## config.mk

```make
export PLATFORM = sky130hd
export DESIGN_NAME = prog_fetch_mem
export DESIGN_NICKNAME = d
export VERILOG_FILES = /design/src/rtl/prog_fetch_pkg.sv /design/src/rtl/prog_fetch_bank.sv /design/src/rtl/prog_fetch_mem.sv
export SDC_FILE = /design/constraint.sdc
export NUM_CORES = 2
export LEC_CHECK = 0
export ABC_CLOCK_PERIOD_IN_PS = 8800
export CAP_MARGIN = 10
export CORE_ASPECT_RATIO = 0.75
export CORE_UTILIZATION = 35
export CTS_CLUSTER_DIAMETER = 200
export DETAILED_ROUTE_END_ITERATION = 7
export PLACE_DENSITY = 0.56
export RECOVER_POWER = 50
export SYNTH_ARGS = -nofsm -noshare
export SYNTH_HDL_FRONTEND = slang
export SYNTH_SLANG_ARGS = --single-unit
export TNS_END_PERCENT = 30
```

## constraint.sdc

```tcl
create_clock -name clk -period 8.8 [get_ports clk]
set_input_delay 0.88 -clock clk [delete_from_list [all_inputs] [get_ports clk]]
set_output_delay 0.88 -clock clk [all_outputs]
set_load 0.03 [all_outputs]
```

## src/rtl/prog_fetch_pkg.sv

```systemverilog
// Shared constants, FSM state type and lane address helper for the program fetch unit.
package prog_fetch_pkg;

  localparam int ADDR_W_DEF  = 8;
  localparam int DATA_W_DEF  = 8;
  localparam int DEPTH_DEF   = 256;
  localparam int FETCH_N_DEF = 2;

  typedef enum logic {
    IDLE = 1'b0,
    HOLD = 1'b1
  } fetch_state_e;

  typedef struct packed {
    logic [31:0] idx;
    logic        in_range;
  } lane_t;

  // Lane k of a fetch at base; the 32-bit sum never truncates base+k.
  function automatic lane_t lane_addr(input logic [31:0] base, input int k,
                                      input logic wrap, input int depth);
    lane_t       r;
    logic [31:0] a;
    a          = base + k;
    r.in_range = (a < depth);
    if (r.in_range)
      r.idx = a;
    else if (wrap)
      r.idx = a % depth;
    else
      r.idx = '0;
    return r;
  endfunction

endpackage

```

## src/rtl/prog_fetch_bank.sv

```systemverilog
// Program storage: one write port, FETCH_N combinational read lanes (optional oob flag under FETCH_OOB_ERR_EN).
// Latency: writes land on the clock edge, reads are combinational.
// Backpressure: none; the caller keeps writes and fetches in separate cycles.
module prog_fetch_bank
  import prog_fetch_pkg::*;
#(
  parameter int ADDR_W  = ADDR_W_DEF,
  parameter int DATA_W  = DATA_W_DEF,
  parameter int DEPTH   = DEPTH_DEF,
  parameter int FETCH_N = FETCH_N_DEF,
  parameter int WRAP    = 0
) (
  input  logic                      clk,
  input  logic                      we,
  input  logic [ADDR_W-1:0]         waddr,
  input  logic [DATA_W-1:0]         wdata,
  input  logic [ADDR_W-1:0]         raddr,
  output logic [FETCH_N*DATA_W-1:0] rdata
`ifdef FETCH_OOB_ERR_EN
  ,output logic                     oob
`endif
);

  localparam int IDX_W = (DEPTH > 1) ? $clog2(DEPTH) : 1;

  logic [DATA_W-1:0] mem [DEPTH];
  lane_t             lane;

  always_ff @(posedge clk) begin
    if (we && (32'(waddr) < DEPTH))
      mem[IDX_W'(waddr)] <= wdata;
  end

  always_comb begin
    rdata = '0;
    lane  = '0;
`ifdef FETCH_OOB_ERR_EN
    oob   = 1'b0;
`endif
    for (int k = 0; k < FETCH_N; k++) begin
      lane = lane_addr(32'(raddr), k, WRAP != 0, DEPTH);
      // Out-of-range lanes without wrap stay zero.
      if (lane.in_range || (WRAP != 0))
        rdata[k*DATA_W +: DATA_W] = mem[IDX_W'(lane.idx)];
`ifdef FETCH_OOB_ERR_EN
      if (!lane.in_range)
        oob = 1'b1;
`endif
    end
  end

endmodule

```

## src/rtl/prog_fetch_mem.sv

```systemverilog
// Program memory with valid/ready instruction fetch; rsp_err added under FETCH_OOB_ERR_EN.
// Latency: response registered exactly 1 cycle after request acceptance.
// Backpressure: response held frozen while rsp_ready=0; req_ready drops on stall or load.
module prog_fetch_mem
  import prog_fetch_pkg::*;
#(
  parameter int ADDR_W  = ADDR_W_DEF,
  parameter int DATA_W  = DATA_W_DEF,
  parameter int DEPTH   = DEPTH_DEF,
  parameter int FETCH_N = FETCH_N_DEF,
  parameter int WRAP    = 0
) (
  input  logic                      clk,
  input  logic                      reset,
  input  logic                      load_en,
  input  logic [ADDR_W-1:0]         load_addr,
  input  logic [DATA_W-1:0]         load_data,
  input  logic                      req_valid,
  output logic                      req_ready,
  input  logic [ADDR_W-1:0]         req_addr,
  output logic                      rsp_valid,
  input  logic                      rsp_ready,
  output logic [ADDR_W-1:0]         rsp_addr,
  output logic [FETCH_N*DATA_W-1:0] rsp_data
`ifdef FETCH_OOB_ERR_EN
  ,output logic                     rsp_err
`endif
);

  fetch_state_e              state, state_nxt;
  logic                      accept;
  logic [FETCH_N*DATA_W-1:0] rd_data;
`ifdef FETCH_OOB_ERR_EN
  logic                      rd_oob;
`endif

  prog_fetch_bank #(
    .ADDR_W (ADDR_W),
    .DATA_W (DATA_W),
    .DEPTH  (DEPTH),
    .FETCH_N(FETCH_N),
    .WRAP   (WRAP)
  ) u_bank (
    .clk  (clk),
    .we   (load_en && !reset),
    .waddr(load_addr),
    .wdata(load_data),
    .raddr(req_addr),
    .rdata(rd_data)
`ifdef FETCH_OOB_ERR_EN
    ,.oob (rd_oob)
`endif
  );

  assign rsp_valid = (state == HOLD);
  // A load cycle never overlaps a fetch read.
  assign req_ready = !load_en && (!rsp_valid || rsp_ready);
  assign accept    = req_valid && req_ready;

  always_comb begin
    state_nxt = state;
    case (state)
      IDLE:    if (accept) state_nxt = HOLD;
      HOLD:    if (rsp_ready && !accept) state_nxt = IDLE;
      default: state_nxt = IDLE;
    endcase
  end

  always_ff @(posedge clk) begin
    if (reset) begin
      state    <= IDLE;
      rsp_addr <= '0;
      rsp_data <= '0;
`ifdef FETCH_OOB_ERR_EN
      rsp_err  <= 1'b0;
`endif
    end else begin
      state <= state_nxt;
      if (accept) begin
        rsp_addr <= req_addr;
        rsp_data <= rd_data;
`ifdef FETCH_OOB_ERR_EN
        rsp_err  <= rd_oob;
`endif
      end
    end
  end

endmodule

```

Word-level counts from Yosys, hierarchy flattened:

Memory sizes are Yosys's and may differ from the RTL's. A register that Yosys moved wholly into a read port is not among the register bits.
Index checks and enable logic that the tools add are counted.

* reduce and logical (&&, ||, !) cells: 9
* $lt $le $gt $ge: 2
* mux-type cells: 9
* bitwise logic cells: 1
* $add $sub $neg: 1

Operator list (count)
* 8-bit 2-to-1 mux: 4
* 8-bit by 1-bit adder with 9-bit output, second input constant: 1
* 8-bit by 9-bit < comparator with 1-bit output, second input constant: 1
* 9-bit < comparator, second input constant: 1
* 1-bit logical AND: 4
* 1-bit zero test: 4
* 1-bit 2-to-1 mux: 4
* 1-bit one-hot mux with 2 select lines: 1
* 1-bit logical OR: 1
* 1-bit NOT: 1

* bits of input ports: 29
* bits in writable memories: 2048
* register bits after elaboration: 25
* memories kept: 1

Memory list
* u_bank.mem: words 256, width 8, read ports 2, clocked after memory_dff 1, write ports 1, line prog_fetch_bank.sv:26 `logic [DATA_W-1:0] mem [DEPTH];`

Logic depth before layout (Yosys ltp):

* depth in word-level cells: 8
* mapped depth: 16

Hierarchy:

Synthesis repeated with hierarchy kept, for this count alone.

* cell total of the unflattened synthesis: 6410
* area total of the unflattened synthesis: 98433.2 µm²

Modules (own cells, without submodules)
* prog_fetch_bank: times used 1, area each 97275.8 µm², cells an instance 6300
* prog_fetch_mem: times used 1, area each 1157.4 µm², cells an instance 110

Least setup slack after synthesis:

No wires, ideal clock.

* path type: input to register
* start: input port req_addr[0]
* end: register rsp_data[14]
* required time: 8.683 ns
* slack: 5.065 ns
* stages on the path: 14
* arrival: 3.618 ns
* cells stage by stage: ha_1 > buf_2 > and3_1 > buf_2 > a21oi_2 > buf_6 > buf_2 > buf_2 > mux4_2 > a222oi_1 > nand2_1 > a22oi_1 > nand4_1 > a22o_1

* cells in the longest elaborated chain, start to end: 5

Ends and longest elaborated chain
* start, declared: line prog_fetch_mem.sv:20 `input logic [ADDR_W-1:0] req_addr,`
* 8-bit by 1-bit adder with 9-bit output (*): line prog_fetch_pkg.sv:24 `a = base + k;`
* 9-bit < comparator: line prog_fetch_pkg.sv:25 `r.in_range = (a < depth);`
* 8-bit 2-to-1 mux: line prog_fetch_pkg.sv:26 `if (r.in_range)`
* memory read 256 x 8 bit
* 8-bit 2-to-1 mux (*): line prog_fetch_bank.sv:43 `if (lane.in_range || (WRAP != 0))`
* end signal, assigned: line prog_fetch_mem.sv:81 `rsp_data <= rd_data;`
* end, declared: line prog_fetch_mem.sv:24 `output logic [FETCH_N*DATA_W-1:0] rsp_data`

Mark *: on every way between the ends. The rest lies on a longest branch, timed or not.
A chain may end at the register's enable or synchronous reset.

Worst setup path after layout:

* start: input port req_addr[1]
* end: register rsp_data[6], read port of u_bank.mem

* cells in the longest elaborated chain, start to end: 2

Ends and longest elaborated chain (line)
* 8-bit by 9-bit < comparator with 1-bit output: prog_fetch_pkg.sv:25
* 8-bit 2-to-1 mux (*): prog_fetch_pkg.sv:26

Marked as above.

==> flow_summary_export.csv <==
group,metric,value,unit
critical_path,max_stage_delay,2.44,ns
min_path,min_to,"rsp_addr[0]",
synth,synth_compound_area_frac,0.0421,
critical_path,end_kind,"flop",
global_route,antenna_found_initial,21,
sta,hold_slack,0.441,ns
sta,rsz0062_at_grt,"false",
synth,yosys_warnings,0,
synth,synth-edff-count,2048,
sta,finalClockSkew,0.0603,ns
synth,yosysSeqAreaShare,0.645,
synth,syn_inst,4871,
power_and_ir_drop,powerDensity,206,mW/mm²
clock_tree,root_buffer,"clkbuf_16",
drt,drc_errors,0,
drt,vias_per_cell,6.45,
final_layout,mostFrequentLayoutCells,"2048 x edfxtp_1, 1106 x mux4_2, 296 x nor2_1, 217 x nand2_1, 213 x clkbuf_16",
critical_path,reg2regPathDepth,8,
drt,final_antenna_net_count,0,
synth,synth_top_family_by_area,"multiplexers",
die,initial_core_util,0.352,
critical_path,timing.rr.end,"rsp_data[6]",
sta,worst_pin_slew,6.14,ns
drt,wl,328000,µm
outcome,violations,"max-capacitance violations, max-slew violations",
synth,synth_area_per_cell,19.7,µm²
place,portBuffers,54,
die,die_area,0.277,mm²
synth,synth_ff_type,"edfxtp_1",
place,finalWeightedCongestion,0.933,
min_path,holdCritStartpoint,"req_addr[0]",
min_path,min_path_type,"in2reg",
clock_tree,clk_path_buf_depth,4,
clock_tree,ctsResizeCount,0,
sta,tns,0,ns
final_layout,nets,4885,
flow_run,drv_cap,16,
clock_tree,clkTransAtPathRegs,0.06,ns
clock_tree,cts_buffers,212,
final_layout,stdcell_count,8637,
critical_path,cp_num_buf_inv,3,
sta,fin_crit_sh,0.808,
critical_path,cp_common_cell,"mux4_2",
clock_tree,htree_levels,4,
place,dp_hpwl,207000,µm
clock_tree,insertion_delay,0.92,ns
drt,drt_pass1_iterations,7,
global_route,grt_pass1_wl,449000,µm
global_route,grt_max_degree,170,
die,core_area,0.273,mm²
synth,syn-cell-area,0.0961,mm²
sta,fmax,141,MHz
outcome,outcome,"complete, but fails checks",
global_route,first_global_vias,53872,
critical_path,startpoint_type,"input pin",
synth,yosys.area_share.simple,0.0265,
critical_path,path_max_fanout,65,
clock_tree,cts_tree,"done",
final_layout,mostFrequentLayoutCell,"edfxtp_1",
critical_path,regToRegSetupSlack,5.09,ns
final_layout,drive_gt1_frac,0.314,
sta,slew-limit-headroom,-3.09,
drt,routedWlPerCell,37.9,µm
synth,synth_fa_ha_area_frac,0.000130,
die,core.rowCount,166,
critical_path,cp.arrival,7.82,ns
final_layout,area_growth,11.7,%
global_route,grt_overflow_total,0,
power_and_ir_drop,p_leak,32.2,nW
sta,setup_violations,0,
synth,async_reset_ff_frac,0,
power_and_ir_drop,irDropWorstVdd,0.000162,V
power_and_ir_drop,p_total,22.1,mW
critical_path,r2r_start,"u_bank.mem[15][6]",
sta,fin_crit,7.11,ns
die,pin_count,55,
clock_tree,cts.sink_count,2073,
sta,maxSlewViolCount,1354,
synth,synthXorXnorAreaFrac,0.000273,
drt,drt_iter0_drc,9576,
sta,hold_violations,0,
die,die_y,456,µm
synth,synth_seq_cells,2073,
critical_path,critical_path_required,9.51,ns
synth,yosysUniqueCellTypes,56,
clock_tree,cts_hold_buf,0,
drt,dr_total_vias,55742,
critical_path,path_class,"in2reg",
clock_tree,postCtsSetupBuffers,0,
global_route,grt.total_usage,0.233,
synth,syn-num-nets,4901,
critical_path,critPathTopFamily,"buffers and inverters",
place,dp.cells,8252,
min_path,whs_path_depth,3,
critical_path,cp_slowest_cell,"clkbuf_1",
die,fp.dieW,607,µm
synth,synthMuxAreaShare,0.266,
critical_path,worstPathCellList,"buf_8 -> clkbuf_1 -> buf_4 -> mux4_2 -> mux4_2 -> mux4_2 -> nand2_1 -> nand2_1 -> a211oi_1 -> nor3_1",
[registers in the layout (all words and copies together) (netlist names)]
| register | cells |
|---|---|
| u_bank.mem | 2048 |
| rsp_data | 16 |
| rsp_addr | 8 |
| rsp_valid | 1 |
[worst register-to-register path, delay by kind of cell, from the launching register on]
family	cells	cell delay (ns)
mux	3	1.75
compound gates	3	1.23
flops	1	0.39
simple gates	2	0.19
[synth_stat cells (all sizes together), types with 3 or more instances]
library cell,n,area (µm²)
and3,4,25.0
a31oi,18,113
a21oi,195,980
o22ai,12,75.1
dfxtp,25,500
nand4,14,87.6
a211o,16,140
a22oi,55,413
mux2i,33,330
edfxtp,2048,61500
or3,6,37.5
o21ai,35,175
nor2b,10,62.6
clkbuf,237,890
mux4,1106,24900
nor2,297,1110
a22o,40,350
o211ai,10,75.1
nand2,218,818
a221o,8,80.1
a32oi,19,166
buf,177,943
nor3,10,50.1
a211oi,55,413
nand3,31,155
xnor2,3,26.3
inv,25,93.8
a222oi,91,911
a31o,4,35.0
nand2b,8,50.1
or2,4,25.0
and2,10,62.6
mux2,25,282
[where the power goes]
group	total [mW]	internal, mW	switching (mW)
clock network	8.94	4.98	3.96
logic	2.26	0.800	1.46
registers	10.9	10.9	0.0200
[per-layer routing]
layer	vias up	global-route usage	wire length, µm	part of all wire
li1	21141	-	-	-
met1	30317	0.345	133000	0.41
met2	3717	0.332	142000	0.43
met3	549	0.0688	42100	0.13
met4	18	0.0686	10900	0.033
met5	-	0	113	0.00034
[per-stage QoR]
step,cell area [µm²],util,setup slack (ns)
floorplan,96100,-,5.07
global placement,101000,0.369,2.65
detailed placement,101000,0.369,2.70
CTS,107000,0.393,3.64
global route,107000,0.393,1.72
finish,107000,0.393,1.69
[cell families (layout without fill, tap and decap cells)]
logic type / count (synthesis) / in the layout
xor+xnor: 3 / 3
compound gates: 572 / 572
other cells: 0 / 7
mux: 1164 / 1164
simple gates: 619 / 619
flops: 2073 / 2073
fa+ha+maj: 1 / 1
buf+inv: 439 / 586
[final cells by class]
| class | instances | area (µm²) |
|---|---|---|
| fillers | 24363 | 166000 |
| flip-flops and latches | 2073 | 62000 |
| multi-input cells | 2359 | 32300 |
| clock buffers | 271 | 5600 |
| well taps | 3612 | 4520 |
| repair buffers | 184 | 1790 |
| clock inverters | 106 | 975 |
| inverters | 25 | 93.8 |
| diodes | 7 | 17.5 |
[worst max-delay path by stage]
stage           startpoint      endpoint  slack (ns)  depth (start not counted)
2_1_floorplan  req_addr[0]  rsp_data[14]        5.07                         14
6_report       req_addr[1]   rsp_data[6]        1.69                         10
4_1_cts        req_addr[6]   rsp_data[9]        3.64                         12
5_1_grt        req_addr[1]   rsp_data[6]        1.72                         10
3_3_place_gp   req_addr[6]   rsp_data[9]        2.65                         12
3_5_place_dp   req_addr[6]   rsp_data[9]        2.70                         12
(Power assumes the default switching activity.)
